`src/rtl/btn_conditioner.sv`:
```
// btn_conditioner: three-button input stage.
// Each button goes through a 2-FF synchroniser, a debounce FSM with a stability
// counter, and a rising-edge one-shot. All outputs are registered.
// Optional auto-repeat of press pulses while held: define BTN_AUTOREPEAT_EN.
module btn_conditioner #(
    parameter int unsigned DEBOUNCE_CYCLES = 500000,
    parameter int unsigned CNT_W           = 20,
    parameter bit          ACTIVE_LOW      = 1'b0,
    parameter int unsigned REPEAT_DELAY    = 25000000,
    parameter int unsigned REPEAT_PERIOD   = 10000000
) (
    input  logic       clk,
    input  logic       rst,
    input  logic [2:0] btn_raw,
    output logic [2:0] btn_level,
    output logic [2:0] btn_press,
    output logic       press_any,
    output logic [1:0] press_code
);

    typedef enum logic [1:0] {
        StIdle,
        StPressWait,
        StHeld,
        StReleaseWait
    } db_state_e;

    // Count value on which the next stable sample completes the debounce window.
    localparam logic [CNT_W-1:0] CntLast = CNT_W'(DEBOUNCE_CYCLES - 1);
    // With a one-cycle window the first stable sample already qualifies.
    localparam bit SingleCycle = (DEBOUNCE_CYCLES <= 1);

    // Elaboration-time parameter sanity.
    if (DEBOUNCE_CYCLES < 1 || (64'(1) << CNT_W) <= 64'(DEBOUNCE_CYCLES)) begin : g_bad_cnt
        $error("btn_conditioner: CNT_W too small or DEBOUNCE_CYCLES zero");
    end
    if (REPEAT_DELAY == 0 || REPEAT_PERIOD == 0) begin : g_bad_rep
        $error("btn_conditioner: repeat timing must be non-zero");
    end

    logic [2:0]       btn_in;
    logic [2:0]       s1_q, s2_q;
    db_state_e        state_q [3];
    db_state_e        state_d [3];
    logic [CNT_W-1:0] cnt_q   [3];
    logic [CNT_W-1:0] cnt_d   [3];
    logic [2:0]       level_q, level_d;
    logic [2:0]       accept;
    logic [2:0]       press_d, press_q;
    logic             any_d, any_q;
    logic [1:0]       code_d, code_q;

    assign btn_in = ACTIVE_LOW ? ~btn_raw : btn_raw;

    // Debounce next-state: counter and level per button.
    always_comb begin
        for (int i = 0; i < 3; i++) begin
            state_d[i] = state_q[i];
            cnt_d[i]   = cnt_q[i];
            level_d[i] = level_q[i];
            accept[i]  = 1'b0;
            unique case (state_q[i])
                StIdle: begin
                    cnt_d[i] = '0;
                    if (s2_q[i]) begin
                        if (SingleCycle) begin
                            state_d[i] = StHeld;
                            level_d[i] = 1'b1;
                            accept[i]  = 1'b1;
                        end else begin
                            state_d[i] = StPressWait;
                            cnt_d[i]   = CNT_W'(1);
                        end
                    end
                end
                StPressWait: begin
                    if (!s2_q[i]) begin
                        state_d[i] = StIdle;
                        cnt_d[i]   = '0;
                    end else if (cnt_q[i] == CntLast) begin
                        state_d[i] = StHeld;
                        cnt_d[i]   = '0;
                        level_d[i] = 1'b1;
                        accept[i]  = 1'b1;
                    end else begin
                        cnt_d[i] = cnt_q[i] + 1'b1;
                    end
                end
                StHeld: begin
                    cnt_d[i] = '0;
                    if (!s2_q[i]) begin
                        if (SingleCycle) begin
                            state_d[i] = StIdle;
                            level_d[i] = 1'b0;
                        end else begin
                            state_d[i] = StReleaseWait;
                            cnt_d[i]   = CNT_W'(1);
                        end
                    end
                end
                StReleaseWait: begin
                    if (s2_q[i]) begin
                        // Release glitch: back to held without a new pulse.
                        state_d[i] = StHeld;
                        cnt_d[i]   = '0;
                    end else if (cnt_q[i] == CntLast) begin
                        state_d[i] = StIdle;
                        cnt_d[i]   = '0;
                        level_d[i] = 1'b0;
                    end else begin
                        cnt_d[i] = cnt_q[i] + 1'b1;
                    end
                end
                default: begin
                    state_d[i] = StIdle;
                    cnt_d[i]   = '0;
                    level_d[i] = 1'b0;
                end
            endcase
        end
    end

`ifdef BTN_AUTOREPEAT_EN
    localparam int unsigned RepMax = (REPEAT_DELAY > REPEAT_PERIOD) ? REPEAT_DELAY
                                                                     : REPEAT_PERIOD;
    localparam int unsigned RepW   = $clog2(RepMax + 1);

    logic [RepW-1:0] rep_q   [3];
    logic [RepW-1:0] rep_d   [3];
    logic [RepW-1:0] rep_inc [3];
    logic [RepW-1:0] rep_tgt [3];
    logic [2:0]      rep_first_q, rep_first_d;
    logic [2:0]      rep_fire;

    // Repeat timer: runs only while staying in a level-1 state, so entry into
    // HELD starts from zero and any exit to IDLE clears it.
    always_comb begin
        for (int i = 0; i < 3; i++) begin
            rep_d[i]       = '0;
            rep_first_d[i] = 1'b0;
            rep_fire[i]    = 1'b0;
            rep_inc[i]     = rep_q[i] + 1'b1;
            rep_tgt[i]     = rep_first_q[i] ? RepW'(REPEAT_PERIOD) : RepW'(REPEAT_DELAY);
            if ((state_q[i] == StHeld || state_q[i] == StReleaseWait) &&
                (state_d[i] == StHeld || state_d[i] == StReleaseWait)) begin
                if (rep_inc[i] == rep_tgt[i]) begin
                    rep_fire[i]    = 1'b1;
                    rep_first_d[i] = 1'b1;
                end else begin
                    rep_d[i]       = rep_inc[i];
                    rep_first_d[i] = rep_first_q[i];
                end
            end
        end
    end

    // Repeat timer registers.
    always_ff @(posedge clk or posedge rst) begin
        if (rst) begin
            for (int i = 0; i < 3; i++) rep_q[i] <= '0;
            rep_first_q <= '0;
        end else begin
            for (int i = 0; i < 3; i++) rep_q[i] <= rep_d[i];
            rep_first_q <= rep_first_d;
        end
    end

    assign press_d = accept | rep_fire;
`else
    assign press_d = accept;
`endif

    // Press summary with fixed priority btn1 > btn2 > btn3.
    always_comb begin
        any_d  = |press_d;
        code_d = 2'd0;
        if (press_d[0]) begin
            code_d = 2'd1;
        end else if (press_d[1]) begin
            code_d = 2'd2;
        end else if (press_d[2]) begin
            code_d = 2'd3;
        end
    end

    // Synchroniser, debounce state and registered outputs.
    always_ff @(posedge clk or posedge rst) begin
        if (rst) begin
            s1_q    <= '0;
            s2_q    <= '0;
            for (int i = 0; i < 3; i++) begin
                state_q[i] <= StIdle;
                cnt_q[i]   <= '0;
            end
            level_q <= '0;
            press_q <= '0;
            any_q   <= 1'b0;
            code_q  <= 2'd0;
        end else begin
            s1_q    <= btn_in;
            s2_q    <= s1_q;
            for (int i = 0; i < 3; i++) begin
                state_q[i] <= state_d[i];
                cnt_q[i]   <= cnt_d[i];
            end
            level_q <= level_d;
            press_q <= press_d;
            any_q   <= any_d;
            code_q  <= code_d;
        end
    end

    assign btn_level  = level_q;
    assign btn_press  = press_q;
    assign press_any  = any_q;
    assign press_code = code_q;

endmodule

```
`config.mk`:
```
export PLATFORM = sky130hd
export DESIGN_NAME = btn_conditioner
export DESIGN_NICKNAME = d
export VERILOG_FILES = /design/src/rtl/btn_conditioner.sv
export SDC_FILE = /design/constraint.sdc
export NUM_CORES = 1
export LEC_CHECK = 0
export CORE_MARGIN = 4
export CORE_UTILIZATION = 25
export CTS_CLUSTER_SIZE = 8
export DETAILED_ROUTE_END_ITERATION = 7
export PLACE_DENSITY = 0.46
export SLEW_MARGIN = 40
export SYNTH_ARGS = -nofsm -noshare
export SYNTH_HDL_FRONTEND = slang
export SYNTH_SLANG_ARGS = --single-unit
```
`constraint.sdc`:
```
create_clock -name clk -period 3.8 [get_ports clk]
set_input_delay 1.14 -clock clk [delete_from_list [all_inputs] [get_ports clk]]
set_output_delay 1.14 -clock clk [all_outputs]
set_load 0.03 [all_outputs]
```
### After elaboration in Yosys (flattened, before gate mapping)

Cells that the tools add are included.

* output and inout bits: 9
* flip-flop bits (word level): 81

* reductions and logical operators: 13
* equal/unequal tests: 36
* mux-type cells: 66
* $add $sub $neg: 3

Operators by type and width (number)
* one-hot mux 20 bit (4 select lines): 3
* 2-to-1 mux 20 bit: 9
* adder 20 x 1 -> 20 bit, second input constant: 3
* == test 20 x 19 -> 1 bit, second input constant: 3
* 2-to-1 mux 2 bit: 21
* != test 2 bit, second input constant: 18
* 2-to-1 mux 1 bit: 27
* one-hot mux 2 bit (4 select lines): 3
* != test 3 bit, second input constant: 6
* AND reduction 5 bit: 3
* == test 2 bit, second input constant: 6
* AND reduction 4 bit: 3
* == test 2 x 1 -> 1 bit, second input constant: 3
* logical NOT 2 bit: 3
* one-hot mux 1 bit (2 select lines): 3
* nonzero test 2 bit: 3
* OR reduction 3 bit: 1

### Logic depth before layout (Yosys ltp)

* depth in word-level cells: 7
* mapped depth: 7

### Least setup slack after synthesis

No wires, ideal clock.

* kind: register -> register
* from: register cnt_q[10] in the netlist's numbering
* to: register (tool-made name)
* slack: 1.810 ns
* arrival: 1.865 ns
* period minus slack after synthesis: 1.990 ns
* cell stages (with the launch flop): 5
* library setup time: 0.125 ns
* buffers on the path: 0
* cell sequence: dfrtp_1 -> or4b_2 -> nor4_1 -> and3_1 -> mux2_2

RTL lines
* start: declaration: RTL line 45 `logic [CNT_W-1:0] cnt_q [3];`
* start signal: indexed assignment: RTL line 204 `cnt_q[i] <= cnt_d[i];`

### Worst setup path in the final report

* from: register level_q[1], in the netlist btn_level[1]
* to: output btn_level[1]

RTL lines
* start: declaration: RTL line 47 `logic [2:0] level_q, level_d;`
* start signal: assignment: RTL line 206 `level_q <= level_d;`
* end: declaration: RTL line 15 `output logic [2:0] btn_level,`

No word-level cell between the ends.

==> results.cfg <==
[die]
fp.dieH_um = 131
floorplan.initialDensity_pct = 25.8
die_area_um2 = 17300
die_w_um = 131
fp.coreArea_um2 = 14800
rows = 44
ios = 14

[grt]
antenna_found_initial = 0
grt_max_degree = 42
first_global_vias = 2832
grt_pass1_wl_mm = 14.5
grtUsageTotal_pct = 10.2
grt.overflow.total = 0

[setup_path]
slowest_delay_ns = 0.69
worstSetupStartpointType = flop
worstPathArrival_ns = 1.41
worst-path-max-fanout = 3
crit_end = btn_level[1]
critPathRequiredTime_ns = 2.66
rr_worst_depth = 6
crit_chain = clkdlybuf4s50_1
worstSetupPathType = flop to primary output
critPathTopFamily = buffers and inverters
crit_path_end_kind = primary output
r2r_slack_ns = 1.46
cp.depth = 1
crit_slowest_cell = clkdlybuf4s50_1
reg2reg_from = cnt_q[20]
r2r-end = cnt_q[33]
critPathLaunch = btn_level[1]
path_buf_inv = 1

[drt]
routed_wl_mm = 8.12
post-route-drc-count = 0
postRouteAntennaNets = 0
first_pass_iters = 4
vias_per_cell = 4.84
wire_per_inst_um = 13.9
vias = 2832
dr.first_iter.drc_count = 137

[synth]
synth_xor_area_share_pct = 9.19
synth-simple-area-share_pct = 25.3
ys.warnings.count = 0
synth_fp_nets = 386
synth_top_family_by_area = simple AND/OR/NAND/NOR gates
syn_area_um2 = 3810
synth_fa_ha_area_share_pct = 0.985
synthCells = 378
yosysUniqueCellTypes = 39
synthMuxAreaShare_pct = 0.854
syn_area_per_cell_um2 = 10.1
synth.ff_latch_count = 81
synth_edf_count = 0
synth_compound_area_share_pct = 7.65
synthArstFlopShare_pct = 100
synth-main-ff-cell = dfrtp_1
synth.yosys.seq_area_share_pct = 53.2

[clock_network]
clockBufferDepth = 2
numCtsBuffers = 9
h-tree-depth = 3
clock_sinks = 81
cts_resized = 0
cts_tree = built
cts_hold_buf = 0
clk_pin_slew_worst_paths_ns = 0.06
cts_setup_buffers = 0
insertion_delay_ns = 0.34
cts-root-buf = clkbuf_16

[timing]
setup_viol = 0
finalClockSkew_ns = 0.00774
rsz0062_at_grt = false
hold_viol = 0
period_share_pct = 67.0
min_period_ns = 2.55
fin_tns_setup_ns = 0
finalHoldWorstSlack_ns = 0.350
tightest_slew_ns = 0.813
timing.fmax_mhz = 393
finalMaxSlewViolations = 0
max_slew_margin_pct = 45.7

[place]
dpl.hpwl_mm = 5.64
io_buffers = 13
place_area_um2 = 4160
gp_congestion = 0.753
dp_cells = 569

[power_and_ir_drop]
power.density_nw_per_um2 = 403
leakagePower_nw = 1.77
vdd_ir_drop_max_mv = 0.232
power_w = 0.00180

[finish]
fin_nets = 404
mostFrequentLayoutCells = dfrtp_1 (81), nor2_1 (49), xor2_1 (21)
final_cell_area_um2 = 4460
area_growth_pct = 17.0
fin_cells = 585
drive_gt1_share_pct = 6.73
final_common_cell = dfrtp_1
antennaDiodeCount = 0

[hold_path]
hp-class = flop to flop

[run_status]
status = complete, no violations

[run]
drv_cap = 0
[power breakdown]
group / internal [W] / switching [W]
Sequential: 0.000871 / 0.00000913
Combinational: 0.0000148 / 0.0000349
Clock: 0.000509 / 0.000359
[flip-flops by register name (all words and copies together), names as in the netlist, named ones only]
| register | cells |
|---|---|
| s2_q | 3 |
| state_q | 3 |
| press_code | 2 |
| s1_q | 3 |
| press_any | 1 |
| btn_press | 3 |
| cnt_q | 60 |
| btn_level | 3 |
[worst register-to-register path, cell delays in order, from the launching register on]
cell and delay (ns):
dfrtp_1 0.40, ha_1 0.20, and3_1 0.36, nand3_1 0.21
o21bai_1 0.70, buf_4 0.30, nor2_1 0.07
[synthesized netlist by cell type, drive strengths merged (3+ instances only)]
master / instances / share of area (%)
nor4: 8 / 1.3
ha: 3 / 0.99
nor4b: 3 / 0.69
xor2: 21 / 4.8
nor3: 7 / 0.92
and4: 6 / 1.4
a211oi: 3 / 0.59
nand3: 19 / 2.6
nand3b: 3 / 0.59
and3: 9 / 1.5
xnor2: 19 / 4.4
dfrtp: 81 / 53
nand2: 20 / 2.0
a21oi: 18 / 2.4
buf: 4 / 0.53
o31ai: 11 / 2.2
nor2: 49 / 4.8
nand4: 21 / 3.6
or4: 16 / 3.2
inv: 16 / 1.6
clkbuf: 7 / 0.69
or3: 6 / 0.99
o21ai: 10 / 1.3
nand2b: 3 / 0.49
[area by class of cell]
class,instances,area [um2]
well taps,184,230
clock buffers,9,225
flip-flops and latches,81,2030
inverters,16,62.6
repair buffers,18,168
clock inverters,7,70.1
multi-input cells,270,1680
fillers,1536,10300
[worst min path at each step]
stage	from	to	slack, ns	cells past startpoint
4_1_cts	s1_q[1]	s2_q[1]	0.35	0
3_3_place_gp	s1_q[1]	s2_q[1]	0.34	0
3_5_place_dp	s1_q[1]	s2_q[1]	0.34	0
2_1_floorplan	s1_q[0]	s2_q[0]	0.33	0
5_1_grt	s1_q[1]	s2_q[1]	0.37	0
6_report	s1_q[1]	s2_q[1]	0.35	0
[metrics by stage]
stage / worst slack [ns] / util [%]
after global placement: 1.45 / 28.2
after CTS: 1.22 / 30.2
final: 1.25 / 30.2
after floorplan: 0.580 / -
after global routing: 1.17 / 30.2
after detailed placement: 1.45 / 28.2
[cells by family (layout without fill, tap and decap cells)]
| logic type | Yosys count | after routing |
|---|---|---|
| and+or+nand+nor | 176 | 176 |
| muxes | 3 | 3 |
| xor gates and xnor gates | 40 | 40 |
| AOI/OAI and AO/OA | 48 | 48 |
| adders and majority gates | 3 | 3 |
| buffers and inverters | 27 | 50 |
| DFF | 81 | 81 |
[layer usage]
layer	part of all wire (%)	GRT usage (%)	vias to the layer above
li1	-	-	1396
met4	2.2	5.08	0
met3	2.6	2.33	14
met2	45	15.3	29
met5	0	0	-
met1	50	13.9	1393
No activity file was read; power rests on OpenSTA's default activity.
